### config.mk
export PLATFORM = sky130hd
export DESIGN_NAME = sar_search
export DESIGN_NICKNAME = d
export VERILOG_FILES = /design/src/rtl/sar_search.sv
export SDC_FILE = /design/constraint.sdc
export NUM_CORES = 1
export LEC_CHECK = 0
export CORE_ASPECT_RATIO = 0.5
export CORE_MARGIN = 4
export CORE_UTILIZATION = 25
export DETAILED_ROUTE_END_ITERATION = 10
export GPL_TIMING_DRIVEN = 1
export PLACE_DENSITY = 0.48
export SLEW_MARGIN = 5
export SYNTH_ARGS = -nofsm -noshare
export SYNTH_HDL_FRONTEND = slang
export SYNTH_SLANG_ARGS = --single-unit
### constraint.sdc
create_clock -name clk -period 4.2 [get_ports clk]
set_clock_uncertainty 0.2 [all_clocks]
set_input_delay 0.63 -clock clk [delete_from_list [all_inputs] [get_ports clk]]
set_output_delay 0.63 -clock clk [all_outputs]
set_load 0.02 [all_outputs]
### src/rtl/sar_search.sv
// -----------------------------------------------------------------------------
// sar_search
//
// Successive-approximation search engine. It is the initiator side of a
// WIDTH-bit magnitude comparator: it drives a trial value onto the
// comparator's b operand, reads back equal/greater/lesser in the same cycle,
// and converges on the unknown a operand MSB-first, one bit per clock.
//
// Ports
//   clk          in   rising-edge system clock
//   rst_n        in   asynchronous active-low reset
//   start        in   begin a search; only looked at while idle
//   guess        out  [WIDTH] registered trial value to comparator b
//   cmp_equal    in   comparator: target == guess
//   cmp_greater  in   comparator: target >  guess
//   cmp_lesser   in   comparator: target <  guess
//   busy         out  high while probing
//   done         out  one-cycle pulse when a search finishes
//   result       out  [WIDTH] converged value, held until the next start
//   found        out  an equal compare ended the search, held like result
//   err          out  an invalid flag combination ended it, held like result
// -----------------------------------------------------------------------------
module sar_search #(
  parameter int WIDTH = 4
) (
  input  logic             clk,
  input  logic             rst_n,
  input  logic             start,
  output logic [WIDTH-1:0] guess,
  input  logic             cmp_equal,
  input  logic             cmp_greater,
  input  logic             cmp_lesser,
  output logic             busy,
  output logic             done,
  output logic [WIDTH-1:0] result,
  output logic             found,
  output logic             err
);

  // Bit index needs at least one bit even for WIDTH == 1.
  localparam int IDX_W = (WIDTH > 1) ? $clog2(WIDTH) : 1;

  localparam logic [IDX_W-1:0] IDX_MSB  = IDX_W'(WIDTH - 1);
  localparam logic [IDX_W-1:0] IDX_ONE  = IDX_W'(1);
  localparam logic [WIDTH-1:0] ONE      = WIDTH'(1);
  localparam logic [WIDTH-1:0] MSB_MASK = ONE << (WIDTH - 1);

  typedef enum logic [1:0] {
    IDLE  = 2'd0,
    PROBE = 2'd1,
    DONE  = 2'd2
  } state_e;

  state_e           state_q,  state_d;
  logic [WIDTH-1:0] guess_q,  guess_d;
  logic [IDX_W-1:0] idx_q,    idx_d;
  logic [WIDTH-1:0] result_q, result_d;
  logic             found_q,  found_d;
  logic             err_q,    err_d;

  logic             flags_onehot;
  logic [WIDTH-1:0] bit_mask;
  logic [WIDTH-1:0] updated;

  // A healthy comparator asserts exactly one of its three flags.
  always_comb begin
    flags_onehot = 1'b0;
    case ({cmp_equal, cmp_greater, cmp_lesser})
      3'b100, 3'b010, 3'b001: flags_onehot = 1'b1;
      default:                flags_onehot = 1'b0;
    endcase
  end

  // Keep the probed bit when the target is above the guess, drop it when below.
  assign bit_mask = ONE << idx_q;
  assign updated  = cmp_greater ? guess_q : (guess_q & ~bit_mask);

  // ---------------------------------------------------------------------------
  // Next-state logic
  // ---------------------------------------------------------------------------
  always_comb begin
    // NOTE: every signal written here gets a default first, so no path through
    // the case statement can leave one unassigned and infer a latch.
    state_d  = state_q;
    guess_d  = guess_q;
    idx_d    = idx_q;
    result_d = result_q;
    found_d  = found_q;
    err_d    = err_q;

    case (state_q)
      IDLE: begin
        if (start) begin
          state_d  = PROBE;
          guess_d  = MSB_MASK;
          idx_d    = IDX_MSB;
          result_d = '0;
          found_d  = 1'b0;
          err_d    = 1'b0;
        end
      end

      PROBE: begin
        if (!flags_onehot) begin
          // Comparator is broken or disconnected: report what was on the bus.
          state_d  = DONE;
          err_d    = 1'b1;
          result_d = guess_q;
          found_d  = 1'b0;
        end else if (cmp_equal) begin
          state_d  = DONE;
          result_d = guess_q;
          found_d  = 1'b1;
        end else if (idx_q == '0) begin
          // Last bit resolved without an exact hit; floor property makes the
          // updated value the target.
          state_d  = DONE;
          result_d = updated;
          found_d  = 1'b0;
        end else begin
          idx_d   = idx_q - IDX_ONE;
          guess_d = updated | (ONE << (idx_q - IDX_ONE));
        end
      end

      DONE: begin
        state_d = IDLE;
      end

      default: begin
        state_d = IDLE;
      end
    endcase
  end

  // ---------------------------------------------------------------------------
  // State registers
  // ---------------------------------------------------------------------------
  always_ff @(posedge clk or negedge rst_n) begin
    if (!rst_n) begin
      state_q  <= IDLE;
      guess_q  <= '0;
      idx_q    <= IDX_MSB;
      result_q <= '0;
      found_q  <= 1'b0;
      err_q    <= 1'b0;
    end else begin
      // NOTE: non-blocking assignments so every register updates from the
      // values present before the edge, independent of statement order.
      state_q  <= state_d;
      guess_q  <= guess_d;
      idx_q    <= idx_d;
      result_q <= result_d;
      found_q  <= found_d;
      err_q    <= err_d;
    end
  end

  // Status outputs decode straight from the state register, so they are
  // glitch-free and change only on a clock edge or reset.
  assign busy   = (state_q == PROBE);
  assign done   = (state_q == DONE);
  assign guess  = guess_q;
  assign result = result_q;
  assign found  = found_q;
  assign err    = err_q;

endmodule

After elaboration in Yosys (flattened, before gate mapping):

Index checks and enable logic that the tools add are counted.

* register bits after elaboration: 14
* latch bits: 0
* RAM bits: 0
* ROM bits: 0
* bits of input ports: 6
* output and inout port bits: 12
* logic and storage cells: 60
* memories kept: 0

* add/subtract/negate cells: 1
* multiply operators: 0
* divide/modulo/power cells: 0
* magnitude comparators: 0
* equal/unequal tests: 11
* shifts and indexed selects: 2
* mux-type cells: 29
* bitwise logic cells: 3
* reduce and logical (&&, ||, !) cells: 8

Operators with widths (count)
* $mux W4: 9
* $mux W2: 8
* $pmux W4 S2: 2
* $ne A2 B2 Y1 const B: 4
* $pmux W2 S2: 2
* $shl A1 B2 Y4 const A: 2
* $mux W1: 6
* $reduce_and A3 Y1: 2
* $reduce_and A5 Y1: 1
* $and A4 B4 Y4: 1
* $logic_not A2 Y1: 2
* $ne A4 B3 Y1 const B: 1
* $not A4 Y4: 1
* $or A4 B4 Y4: 1
* $pmux W1 S2: 2
* $eq A3 B1 Y1 const B: 1
* $eq A3 B2 Y1 const B: 1
* $eq A3 B3 Y1 const B: 1
* $reduce_or A3 Y1: 1
* $eq A2 B1 Y1 const B: 1
* $eq A2 B2 Y1 const B: 1
* $ne A2 B1 Y1 const B: 1
* $reduce_and A2 Y1: 1
* $reduce_bool A2 Y1: 1
* $sub A2 B1 Y2 const B: 1

Logic depth before layout (Yosys ltp):

* depth after elaboration: 9
* depth in mapped cells: 7
* mapped depth without buffers: 6

Worst setup path after synthesis:

OpenSTA, ideal clock, no wires.

* kind: input to register
* start: in cmp_greater
* end: reg result_q[0], in the netlist result[0]
* library setup time: 0.122 ns
* arrival: 1.585 ns
* data required time: 3.878 ns
* path slack: 2.294 ns
* cell stages on the path: 6
* buffers on the path: 2
* cells stage by stage: buf_6 -> xor2_2 -> and2_4 -> buf_6 -> a21o_1 -> a32o_1

* cells in the longest elaborated chain, start to end: 5
* elaborated cells on any way between the ends: 12
* those cells by class: eq/ne (4); mux (6); reduce/logical (2)

RTL lines
* start, declared: RTL line 31 `input logic cmp_greater,`
* $eq A3 B3 Y1 (tied with other cells): RTL line 68 `case ({cmp_equal, cmp_greater, cmp_lesser})`
* $reduce_or A3 Y1 or $mux W4 (tied branches): RTL line 68, 114
* $mux W1 or $mux W4 (tied branches): RTL line 68, 110
* $ne A4 B3 Y1 (no source line) or $mux W4 (tied branches)
* $reduce_and A3 Y1 (no source line) or $pmux W4 S2 (tied branches)
* end signal, assigned: RTL line 153 `result_q <= result_d;`
* end, declared: RTL line 57 `logic [WIDTH-1:0] result_q, result_d;`

Parallel ways exist; a longest one is shown, timed or not. The select of a mux whose other input is x is not followed.
A chain may end at the register's enable or synchronous reset.

Final worst setup path:

* start: reg state_q[0]
* end: out busy

* cells in the longest elaborated chain, start to end: 1

RTL lines
* start, declared: RTL line 54 `state_e state_q, state_d;`
* start signal, assigned: RTL line 150 `state_q <= state_d;`
* $eq A2 B1 Y1: RTL line 161 `assign busy = (state_q == PROBE);`
* end, declared: RTL line 33 `output logic busy,`

No other way between the ends.

==> impl_results.md <==
* Status: finished, final reports clean
* Sequential Area at ~350 µm²
* Mapped Area at 806 µm²
* I/O pin count at 18
* CP Launch Point: state_q[0]
* FF-to-FF setup slack at 2.20 ns
* Worst Path Buf+Inv at 2
* Vias in the first global route at ~600
* Achievable clock frequency at around 0.38 GHz
* Clock Latency Late Sink at 0.24 ns
* CP endpoint kind: primary output
* PostCTS Resize Cnt at 0
* Antenna violations before repair at 0
* CP Depth at 3
* Area of the core at around 3000 µm²
* CP top delay family: buffers and inverters
* Net Count, Synth at 90
* Synthesized flop and latch total at 14
* Seq/Total Area, Yosys at 0.438
* Most frequent cells in the layout: clkdlybuf4s50_1, dfrtp_1, o21ai_0
* Predominant post-synthesis flop cell: dfrtp_1
* # DRC at 0
* Mean Syn Cell Area at 10.2 µm²
* Die Width at 88.3 µm
* Largest net degree at the start of global routing at 15
* Final critical-path required period at 2.63 ns
* CP Capture Point: busy
* EDFF count, synth at 0
* Area occupied by multi-input gates at 408 µm²
* Pre-antenna DRT Iters at 6
* Avg Vias per Cell at 4.63
* Startpoint types: register
* Commonest non-fill, non-tap cell in the layout: clkdlybuf4s50_1
* Row cnt at 14
* Worst path max stage delay at around 0.62 ns
* Util after Layout at 0.346
* CTS tree: yes
* Routed WL at between 1.5 and 2 mm
* Initial DRC Count at between 50 and 60
* RSZ-0062 raised after global routing: no
* Post-synth cell types at 30
* Dpl hpwl at 1.47 mm
* Placement Setup Slack at between 1.5 and 2 ns
* Reg2reg end: result[0]
* Slew HR at 0.587
* Final Hold Vio Count at 0
* Clk Tree Root Cell: clkbuf_8
* Pwr dens at 514 nW/µm²
* Total track usage at 0.0970
* Final worst slack at around 1.6 ns
* Clk pwr share at 0.239
* HP Class: register to register
* IO Port Bufs at 17
* NumNets Final at around 110
* Hold buffers post-CTS at 0
* Worst IR drop on VDD at 167 µV
* DP Cell Count at 133
* Register share of total power at 0.384
* CTS Buf Count at 3
* Critical-path cell list: nand2b_1 -> inv_1 -> clkdlybuf4s50_1
* Full die area at 4250 µm²
* Final setup vio count at 0
* Initial Util at 0.264
* First-pass GRT wire length at roughly 3.0 mm
* Worst-path fanout max at 14
* CP Class: register to primary output
* Pint at 351 µW
* Final Cell Area at 1050 µm²
* Fillers at 314
* Lkg Pwr at 0.438 nW
* Die extent in y at 48.1 µm
* Psw at ~190 µW
* Placed cell areas at 1000 µm²
* N_diodes at 0
* Routed Antenna Nets at 0
* Clock transition at path regs at 0.06 ns
* Async SR Flop Fraction at 1.00
* Tightest Pin Transition at around 0.62 ns
* Setup TNS Final at 0 ns
* Worst Reg-to-Reg Cells at 6
* Clk sinks at 14
* WP data required at 3.37 ns
* Share of cells above drive strength 1 at 0.0928
* Vias at ~630
* CP max stage cell: dfrtp_1
* Count of non-filler cells in the finished layout at 137
* Post-CTS Setup Bufs at 0
* Worst flop-to-flop path startpoint: idx_q[0]
* Final Max Tran Viols at 0
* Clock Tree Buf Depth at 2
* Wire per inst at around 14 µm
* Cell count after synthesis at 79
* Max-cap viol count at 0
* H-tree Lvls at 1
* Synth Warn # at 0
* Final Wtd Congestion at 0.757
* Switching Share at 0.354
* Congestion Overflow GR at 0
* Synth-to-layout area growth at 30.9%
* Worst path arrival time at between 1.5 and 2 ns
* Fin crit share at 0.625
* Comb pwr share at 0.377
==> power groups by stage <==
stage,sequential (mW),clock [mW],combinational [mW]
2_1_floorplan,0.223,0,0.104
3_3_place_gp,0.211,0,0.210
4_1_cts,0.208,0.136,0.206
3_5_place_dp,0.210,0,0.206
6_report,0.208,0.130,0.205
5_1_grt,0.213,0.142,0.224
==> state kept, by name (all words and copies together) (netlist names) <==
register / cells
idx_q: 2
guess: 4
state_q: 2
result: 4
err: 1
found: 1
==> synthesized netlist by cell type, types with 3 or more instances <==
| cell type | count | share of area |
|---|---|---|
| ha_1 | 5 | 0.078 |
| dfrtp_1 | 12 | 0.37 |
| nand2b_1 | 4 | 0.031 |
| inv_1 | 5 | 0.023 |
| o21ai_0 | 7 | 0.043 |
| nand2_1 | 5 | 0.023 |
| a22o_1 | 3 | 0.033 |
| a32o_1 | 4 | 0.050 |
| nor2b_1 | 4 | 0.031 |
==> metrics by stage <==
step / power [mW] / hold WS (ns)
floorplan: 0.328 / 0.134
global placement: 0.421 / 0.281
detailed placement: 0.416 / 0.290
CTS: 0.550 / 0.303
global route: 0.580 / 0.326
finish: 0.543 / 0.300
==> kinds of logic (layout without fill, tap and decap cells) <==
| kind of cell | after synthesis | after routing | share of synthesized area |
|---|---|---|---|
| mux | 1 | 1 | 0.0124 |
| flops | 14 | 14 | 0.438 |
| xor+xnor | 1 | 1 | 0.0202 |
| buf+inv | 8 | 26 | 0.0559 |
| simple gates | 23 | 23 | 0.161 |
| compound gates | 27 | 27 | 0.234 |
| fa+ha+maj | 5 | 5 | 0.0776 |
==> how the worst min path moves through the flow <==
| stage | startpoint | end | slack [ns] | cells after the start |
|---|---|---|---|---|
| 6_report | result[1] | result[1] | 0.30 | 1 |
| 5_1_grt | result[1] | result[1] | 0.33 | 1 |
| 4_1_cts | result[1] | result[1] | 0.30 | 1 |
| 3_5_place_dp | result[1] | result[1] | 0.29 | 1 |
| 3_3_place_gp | result[0] | result[0] | 0.28 | 1 |
| 2_1_floorplan | rst_n | err | 0.13 | 0 |
==> layer usage <==
| metal | vias to the layer above | GRT usage | routed length, µm |
|---|---|---|---|
| met5 | - | 0 | 0 |
| met4 | 0 | 0.0361 | 19 |
| met3 | 2 | 0.0354 | 94 |
| met2 | 17 | 0.123 | 710 |
| met1 | 296 | 0.145 | 1060 |
| li1 | 319 | - | - |
==> area by class of cell <==
type                            instances  area share
Inverter                                5      0.0178
Clock buffer                            4      0.0522
Tap cell                               40      0.0474
Multi-Input combinational cell         57       0.387
Timing Repair Buffer                   17       0.161
Sequential cell                        14       0.335
==> worst register-to-register path, cell delays in order (launching register included) <==
cell and delay, ns:
dfstp_2 0.57, inv_1 0.10, ha_1 0.25, nor2_1 0.21, and2_4 0.23, nor2_2 0.07, a32o_1 0.26
(Power assumes the default switching activity.)
